## src/rtl/pc_gen.sv

```systemverilog
// Fetch program counter generator: boot, sequential fetch, redirect,
// stall hold, halt and a saturating count of delivered instructions.
module pc_gen #(
  parameter logic [31:0] RESET_PC = 32'h0000_0000
) (
  input  logic        clk,
  input  logic        rst_n,
  input  logic        stall,
  input  logic        halt,
  input  logic        redirect,
  input  logic [31:0] redirect_pc,
  output logic [31:0] fetch_addr,
  output logic [31:0] pc_d,
  output logic        inst_valid,
  output logic        halted,
  output logic [31:0] fetch_count
);

  typedef enum logic [1:0] {
    BOOT   = 2'd0,
    RUN    = 2'd1,
    HALTED = 2'd2
  } state_t;

  state_t state;
  logic   consume;
  logic   do_halt;

  assign consume = (state == RUN) && inst_valid
                 && !stall && !redirect;
  assign do_halt = consume && halt;

  // Holding fetch_addr at pc_d keeps the sync-read memory output stable.
  always_comb begin
    fetch_addr = pc_d + 32'd1;
    if (!rst_n || state == BOOT)
      fetch_addr = RESET_PC;
    else if (state == HALTED)
      fetch_addr = pc_d;
    else if (redirect)
      fetch_addr = redirect_pc;
    else if (stall)
      fetch_addr = pc_d;
    else if (halt && inst_valid)
      fetch_addr = pc_d;
  end

  always_ff @(posedge clk) begin
    if (!rst_n) begin
      state       <= BOOT;
      pc_d        <= RESET_PC;
      inst_valid  <= 1'b0;
      halted      <= 1'b0;
      fetch_count <= 32'd0;
    end else begin
      pc_d <= fetch_addr;
      unique case (state)
        BOOT: begin
          inst_valid <= 1'b1;
          state      <= RUN;
        end
        RUN: begin
          if (redirect) begin
            inst_valid <= 1'b1;
          end else if (do_halt) begin
            inst_valid <= 1'b0;
            halted     <= 1'b1;
            state      <= HALTED;
          end
        end
        HALTED: begin
          inst_valid <= 1'b0;
        end
        default: begin
          state      <= BOOT;
          inst_valid <= 1'b0;
        end
      endcase
      if (consume && fetch_count != 32'hFFFF_FFFF)
        fetch_count <= fetch_count + 32'd1;
    end
  end

endmodule

```

## config.mk

```make
export PLATFORM = sky130hd
export DESIGN_NAME = pc_gen
export DESIGN_NICKNAME = d
export VERILOG_FILES = /design/src/rtl/pc_gen.sv
export SDC_FILE = /design/constraint.sdc
export NUM_CORES = 1
export LEC_CHECK = 0
export ABC_AREA = 1
export CAP_MARGIN = 40
export CORE_MARGIN = 2
export CORE_UTILIZATION = 44
export CTS_CLUSTER_DIAMETER = 100
export DETAILED_ROUTE_END_ITERATION = 8
export PLACE_DENSITY_LB_ADDON = 0.12
export SETUP_SLACK_MARGIN = 0.4
export SLEW_MARGIN = 20
export SYNTH_ARGS = -nofsm -noshare
export SYNTH_HDL_FRONTEND = slang
export SYNTH_SLANG_ARGS = --single-unit
```

## constraint.sdc

```tcl
create_clock -name clk -period 1.8 [get_ports clk]
set_clock_uncertainty 0.15 [all_clocks]
set_input_delay 0.36 -clock clk [delete_from_list [all_inputs] [get_ports clk]]
set_output_delay 0.36 -clock clk [all_outputs]
set_load 0.005 [all_outputs]
```

==> results by group, run 1 <==
Synth
  – Yosys reg bits: 68
  – Commonest cells post-synth: nand2_1, a21oi_1, nor2_1
  – Number of synthesized flops with an enable pin: 0
  – Most used DFF post-synth: dfxtp_1
  – Yosys top cell area share: 0.2922
  – Top-count cell post-synth: nand2_1
  – Net Count, Synth: 802
  – Mean Syn Cell Area: 6.105 um^2
  – Post-Syn Area: 4658 um^2
  – Synth area leaders: dfxtp_1, nand2_1, a21oi_1
  – Syn Inst Count: 763
  – Cell variety after synth: 34
  – Cell taking the most area after synthesis: dfxtp_1
  – Syn. warnings: 0
  – Sequential area share after synthesis: 0.2922
  – Post-synth ARST share: 0

Global routing
  – Largest net degree at the start of global routing: 25

Place
  – Placer Congestion: 0.9862
  – Hpwl dp: 13570 um
  – Dpl ws: -1154 ps
  – Buffers on Ports: 134

Floorplanning
  – I/O Pins: 135
  – Initial Util: 0.4512
  – Die W: 106.9 um
  – # rows: 37
  – Die Y-Extent: 106.9 um

Outcome
  – First error message: [ERROR DPL-0038] Utilization greater than 100%, impossible to legalize
  – Status: aborted with a tool error
  – Last stage: global routing

STA
  – Worst EP kind: output port
  – Grt repair worst endpoint: fetch_addr[24]

Clocking
  – Clk sinks: 68
  – Max Buffers Root-to-Sink: 2
  – H-tree depth: 3
  – Root buf cell: clkbuf_8
  – CTS buffer count: 9
-- repair_timing --
action                     in CTS
setup endpoints to repair     166
pin swaps                     103
resized for setup             753
setup buffers                 133
gates cloned                    5
hold buffers                    0
-- logic make-up after synthesis --
family,Yosys count,synth area share
flip-flops,68,0.2922
adder cells (fa/ha/maj),2,0.005371
AO/OA/AOI/OAI,167,0.1835
buffers and inverters,98,0.08541
AND/OR/NAND/NOR,404,0.3881
XOR/XNOR,23,0.04325
multiplexers,1,0.002149
-- per-stage QoR --
step | area [um^2] | cells | setup TNS, ps | utilization | hold slack (ps)
after floorplan | 4946 | 763 | -833.9 | - | 261.8
after global placement | 7627 | 1171 | -44850 | 0.7388 | 274.8
after detailed placement | 7627 | 1171 | -48530 | 0.7388 | 299.9
after CTS | 9888 | 1325 | -24720 | 0.9578 | 294.7
==> run 2: changes to the inputs <==
- CORE_UTILIZATION: 44 -> 40
- CTS_CLUSTER_DIAMETER: 100 -> unset
- PLACE_DENSITY_LB_ADDON: 0.12 -> 0.15
- SETUP_SLACK_MARGIN: 0.4 -> unset
- clock period: 1.8 -> 2.3 ns (I/O delays scaled with it)
==> run 2 against run 1 <==
The flow now finishes, with violations (setup timing); synthesized area is the same; synthesized cell count is the same.
==> results by group, run 2 <==
Critical path
  – CP max FO: 3
  – Critical Path AT: 2170 ps
  – Max stage delay on crit path: 390 ps
  – Slowest-stage cell, CP: dfxtp_4
  – Cell Chain, Critical Path: ha_4, nand3_4, nor2_4, nand3_4, nor2_4, buf_6, buf_6, nand4_1, nand3_2, a21oi_2, buf_2
  – Critical Path RT: 1690 ps
  – Worst Reg-to-Reg Cells: 17
  – Worst setup SP type: flip-flop
  – Critical Path Sink Type: primary output
  – Setup CP Type: reg -> out

Routing
  – Final ANT Viol Nets: 0
  – Vias per inst: 5.657
  – Residual DRC count: 0
  – Drt pass-1 iters: 7
  – WL per Instance: 18.40 um
  – Final WL: 22760 um
  – Drt initial violations: 626
  – Detailed-route via count: 6998

STA
  – Final Cycle Share: 1.210
  – Fin. Hold Viols: 0
  – Setup WS post-layout: -482.2 ps
  – WHS: 302.8 ps
  – Least-Margin Pin Slew: 505.1 ps
  – Count of final setup violators: 33
  – Fmax: 0.3594 GHz
  – Setup Total Neg Slack: -11200 ps
  – Fin crit period: 2782 ps
  – Slew Limit Fails: 0
  – RSZ-0062 raised after global routing: true
  – Slew HR: 0.6607

Clocking
  – Max Buffers Root-to-Sink: 2 (unchanged)
  – CTS tree: built
  – Clk slew on worst S/H paths: 80 ps
  – Clk sinks: 68 (unchanged)
  – CTS buffer count: 9 (unchanged)
  – H-tree depth: 3 (unchanged)
  – Root buf cell: clkbuf_16
  – Clock latency on the worst-skew pair: 340 ps

Cells and area
  – Layout cells sized above 1: 0.3888
  – Commonest non-fill, non-tap cells in the layout: nand2_1, buf_4, clkdlybuf4s50_1, a21oi_1, nor2_1
  – Final nets: 1127
  – Area growth syn-to-layout: 86.27%
  – Final Instance Area: 8677 um^2
  – Most common library cell in the layout ignoring fill and taps: nand2_1
  – Biggest regs: fetch_count: 32 flops, pc_d: 32 flops, state: 2 flops

Place
  – Placer Congestion: 0.9233 (-6.4%)
  – Placed instance area: 7054 um^2 (-7.5%)
  – Buffers on Ports: 134 (unchanged)
  – Dpl ws: -854.4 ps (+300.0 ps)
  – Hpwl dp: 12840 um (-5.4%)

Global routing
  – First-pass GRT wire length: 31580 um
  – Largest net degree at the start of global routing: 32
  – GR Overflow Total: 0
  – Vias in the first global route: 6773
  – Gr usage total: 0.3070
  – Initial antenna violation count: 1

Floorplanning
  – Core ar.: 11370 um^2
  – # rows: 39 (+5.4%)
  – I/O Pins: 135 (unchanged)
  – Die Y-Extent: 111.9 um (+4.7%)
  – DIE AREA: 12530 um^2
  – Initial Util: 0.4097 (-0.04151)
  – Die W: 111.9 um (+4.7%)

Pwr
  – VDD IR-drop max: 0.2938 mV
  – Leak: 3.597 nW
  – P per Cell Area: 378.2 nW/um^2

Synth
  – Cell variety after synth: 34 (unchanged)
  – Syn Inst Count: 763 (unchanged)
  – Synth Area in Adders: 0.005372 (unchanged)
  – Yosys top cell area share: 0.2922 (unchanged)
  – Post-Syn Area: 4658 um^2 (unchanged)
  – Largest family of logic cells by synthesized area: simple AND/OR/NAND/NOR gates
  – Commonest cells post-synth: nand2_1, a21oi_1, nor2_1
  – Compound-gate portion of the synthesized area: 0.1835 (unchanged)
  – Net Count, Synth: 802 (unchanged)
  – Sequential area share after synthesis: 0.2922 (unchanged)
  – Post-synth ARST share: 0 (unchanged)
  – Syn. warnings: 0 (unchanged)
  – Most used DFF post-synth: dfxtp_1
  – Top-count cell post-synth: nand2_1
  – Yosys reg bits: 68 (unchanged)
  – Synth area leaders: dfxtp_1, nand2_1, a21oi_1
  – Synth Area in XOR/XNOR: 0.04324 (unchanged)
  – Mux cell area share after synthesis: 0.002149 (unchanged)
  – Simple-Gate Fraction of Synth Area: 0.3881 (unchanged)
  – Number of synthesized flops with an enable pin: 0 (unchanged)
  – Cell taking the most area after synthesis: dfxtp_1
  – Mean Syn Cell Area: 6.105 um^2 (unchanged)

Outcome
  – Failing checks: setup timing
  – Status: finished, violations left

Min path
  – Hold Crit Depth: 2
  – HP Class: reg -> reg

Job
  – Max-cap viol count: 0
[run 2: cell counts after synthesis]
Identical to the previous run, type by type.
[run 2: worst max-delay path: cells and delay by family, from the launching register on]
kind | cells | cell delay [ps]
and+or+nand+nor | 6 | 860
AOI/OAI and AO/OA | 1 | 50
adders and majority gates | 1 | 160
DFF | 1 | 390
buffers and inverters | 3 | 350
[run 2: metrics by stage]
stage | instances | power [mW] | util
global placement | 1139 | 1.737 | 0.6204
CTS | 1243 | 3.165 | 0.7342
finish | 1237 | 3.281 | 0.7632
detailed placement | 1139 | 1.746 | 0.6204
floorplan | 763 | 1.418 | -
global route | 1236 | 3.343 | 0.7630
[run 2: path summary, 6_finish.rpt]
path                               from             end  slack (ps)
worst max register to register  pc_d[0]        pc_d[23]        -340
worst min register to register   halted          halted         300
worst max-delay path            pc_d[0]  fetch_addr[28]        -480
worst min-delay path             halted          halted         300
[run 2: power breakdown]
group	leakage [nW]	switching, mW	internal (mW)
registers	0.559	0.0343	1.20
clock network	0.135	0.630	0.770
logic	2.90	0.307	0.338
[run 2: layout make-up]
class	instances	area (um^2)
sequential	68	1391
fill	782	2693
timing repair buffer	339	2988
tap	143	178.9
inverter	73	282.8
multi-input combinational	597	3548
clock inverter	6	46.29
antenna	1	2.502
clock buffer	10	239.0
[run 2: cell families after synthesis]
| group | count (synthesis) |
|---|---|
| multiplexers | 1 |
| flip-flops | 68 |
| adder cells (fa/ha/maj) | 2 |
| XOR/XNOR | 23 |
| buffers and inverters | 98 |
| AO/OA/AOI/OAI | 167 |
| AND/OR/NAND/NOR | 404 |
[run 2: routing by layer]
| layer | global-route usage | vias to the layer above | part of all wire | wire length, um |
|---|---|---|---|---|
| li1 | - | 3157 | - | - |
| met1 | 0.3462 | 3217 | 0.36 | 8251 |
| met2 | 0.5608 | 452 | 0.49 | 11190 |
| met3 | 0.05226 | 172 | 0.075 | 1718 |
| met4 | 0.1432 | 0 | 0.070 | 1602 |
| met5 | 0 | - | 0 | 0 |
[run 2: timing repair]
action                                  CTS  global route
pin swaps                                75            95
resized for setup                       269           117
endpoints found under the setup margin   32            38
hold buffers                              0             0
buffers inserted                         89            24
Power figures use the tool's default switching activity.
==> patch: new RTL, settings of run 2 <==
Reset style: asynchronous (`rst_n`), changed in one clocked block.
--- a/src/rtl/pc_gen.sv
+++ b/src/rtl/pc_gen.sv
@@ -45,7 +45,7 @@
       fetch_addr = pc_d;
   end
 
-  always_ff @(posedge clk) begin
+  always_ff @(posedge clk or negedge rst_n) begin
     if (!rst_n) begin
       state       <= BOOT;
       pc_d        <= RESET_PC;
Behaviour: differs if rst_n is asserted again (counterexample within 4 cycles, from zero or initial values and one cycle with rst_n low); with rst_n held inactive, the same outputs for 10 cycles.
==> patch against run 2 <==
Cell area decreased by 0.72%; the run ends with design-rule violations, negative setup slack left; worst setup slack gained 0.044 ns; sequential cell count stayed put; critical endpoint is now fetch_addr[24]; maximum frequency rose by 1.6%; area after synthesis grew 2.0%; critical path depth unchanged; routed wire length decreased by 1.8%.
Power is not compared: it rests on default switching activity, and its combinational part moved more than twofold at a synthesized area within 25%.
==> patch: results <==
[placement]
dpl.cell_count = 1062
dpl.hpwl_um = 13100
place_congestion = 0.935

[run_status]
violations = design-rule violations, negative setup slack
outcome = complete, but fails checks

[cells_and_area]
insertedDiodeCount = 0
design.final.nets = 1046

[logic_synthesis]
syn-num-nets = 733
synth_compound_area_share_pct = 12.9
ys_dominant_reg_cell = dfrtp_1
yosys.area_share.xor_xnor_pct = 5.16
post_syn_area_per_cell_um2 = 6.85
proportion_of_synthesized_area_in_mux_cells_pct = 0
asr_flop_ratio_synth_pct = 100
synthTopCellsByCount = nand2_1, nor2_1, dfrtp_1
post_synth_main_area_contributors = dfrtp_1, nand2_1, a21oi_1

[routing]
detail_route.iter0.violations = 623
routed-via-count = 6502
drcViolationCount = 8

[grt]
grt_pass1_wl_um = 32200
antenna_found_initial = 0
grt_start_max_net_pins = 39

[timing]
setup_viol_count_final = 32
post-route-worst-setup-slack_ns = -0.438

[worst_setup_path]
r2r_start = pc_d[6]
worst-path-max-fanout = 4
r2r.worst_path.cells = 12
crit_arrival_ns = 2.13

[min_path]
hold_path_class = input port to async pin

[cts]
cts.clk_slew.worst_paths_ns = 0.06
-- patch: changes by cell type after synthesis, sizes merged, moves of 2 or more --
cell / before / now
clkbuf: 15 / 10
nand3: 45 / 41
nor3: 22 / 18
dfrtp: 0 / 68
nand2: 225 / 229
nand4: 14 / 10
dfxtp: 68 / 0
xnor2: 8 / 6
a21oi: 117 / 60
a21o: 1 / 4
nand3b: 9 / 12
xor2: 15 / 22
inv: 72 / 62
-- patch: final cells by class --
cell class                      count  area [µm²]  share of cell area [%]
Clock inverter                      5        52.6                   0.610
Inverter                           62         245                    2.85
Timing Repair Buffer              321        2830                    32.9
Multi-Input combinational cell    545        3360                    39.0
Sequential cell                    68        1710                    19.8
Tap cell                          143         179                    2.08
Clock buffer                       10         239                    2.77
-- patch: cell families (layout without fill, tap and decap cells) --
kind of cell,after synthesis,in the layout
AO/OA/AOI/OAI,114,114
XOR/XNOR,28,28
adder cells (fa/ha/maj),2,2
buffers and inverters,82,398
flip-flops,68,68
AND/OR/NAND/NOR,400,401
-- patch: routing by layer --
layer  wire length (µm)  vias up  GRT usage, %
li1                   -     2881             -
met1               8340     3068          37.1
met2              10600      421          53.2
met3               1930      132          6.75
met4               1450        0          19.0
met5                  0        -             0
-- patch: worst min path at each step --
stage | start | to | cells past startpoint
after floorplan | rst_n | fetch_count[0] | 0
after global placement | halted | halted | 2
after detailed placement | halted | halted | 2
after CTS | rst_n | fetch_count[15] | 2
after global routing | rst_n | fetch_count[15] | 2
final | rst_n | fetch_count[15] | 2
-- patch: repair_timing --
action                                  in CTS  in global routing
pin swaps                                   72                 72
endpoints found under the setup margin      32                 32
gates cloned                                 1                  0
resized for setup                          264                 89
setup buffers                               56                 24
-- patch: worst max-delay path, stage by stage, from the launching register on --
cell and delay [ns]:
dfrtp_2 0.44, ha_4 0.18, nand3_4 0.08, nor2_4 0.12
nand2_4 0.08, buf_6 0.13, nor2_4 0.11, nand3b_1 0.13
nand2_1 0.12, nand2_1 0.08, a21oi_2 0.17, buf_2 0.14
-- patch: power breakdown --
part	internal (mW)	switching [mW]	total (mW)
Combinational	0.796	0.714	1.51
Clock	0.858	0.576	1.43
Sequential	1.34	0.197	1.54
-- patch: metrics by stage --
step / instance area, µm² / setup slack, ns / hold slack (ns) / util (%)
2_1_floorplan: 4750 / 0.268 / 0.0144 / -
3_3_place_gp: 7100 / -0.843 / 0.302 / 61.7
3_5_place_dp: 7120 / -0.901 / 0.308 / 61.8
4_1_cts: 8170 / -0.367 / 0.0545 / 71.0
5_1_grt: 8610 / -0.527 / 0.0919 / 74.8
6_report: 8610 / -0.438 / 0.0532 / 74.8
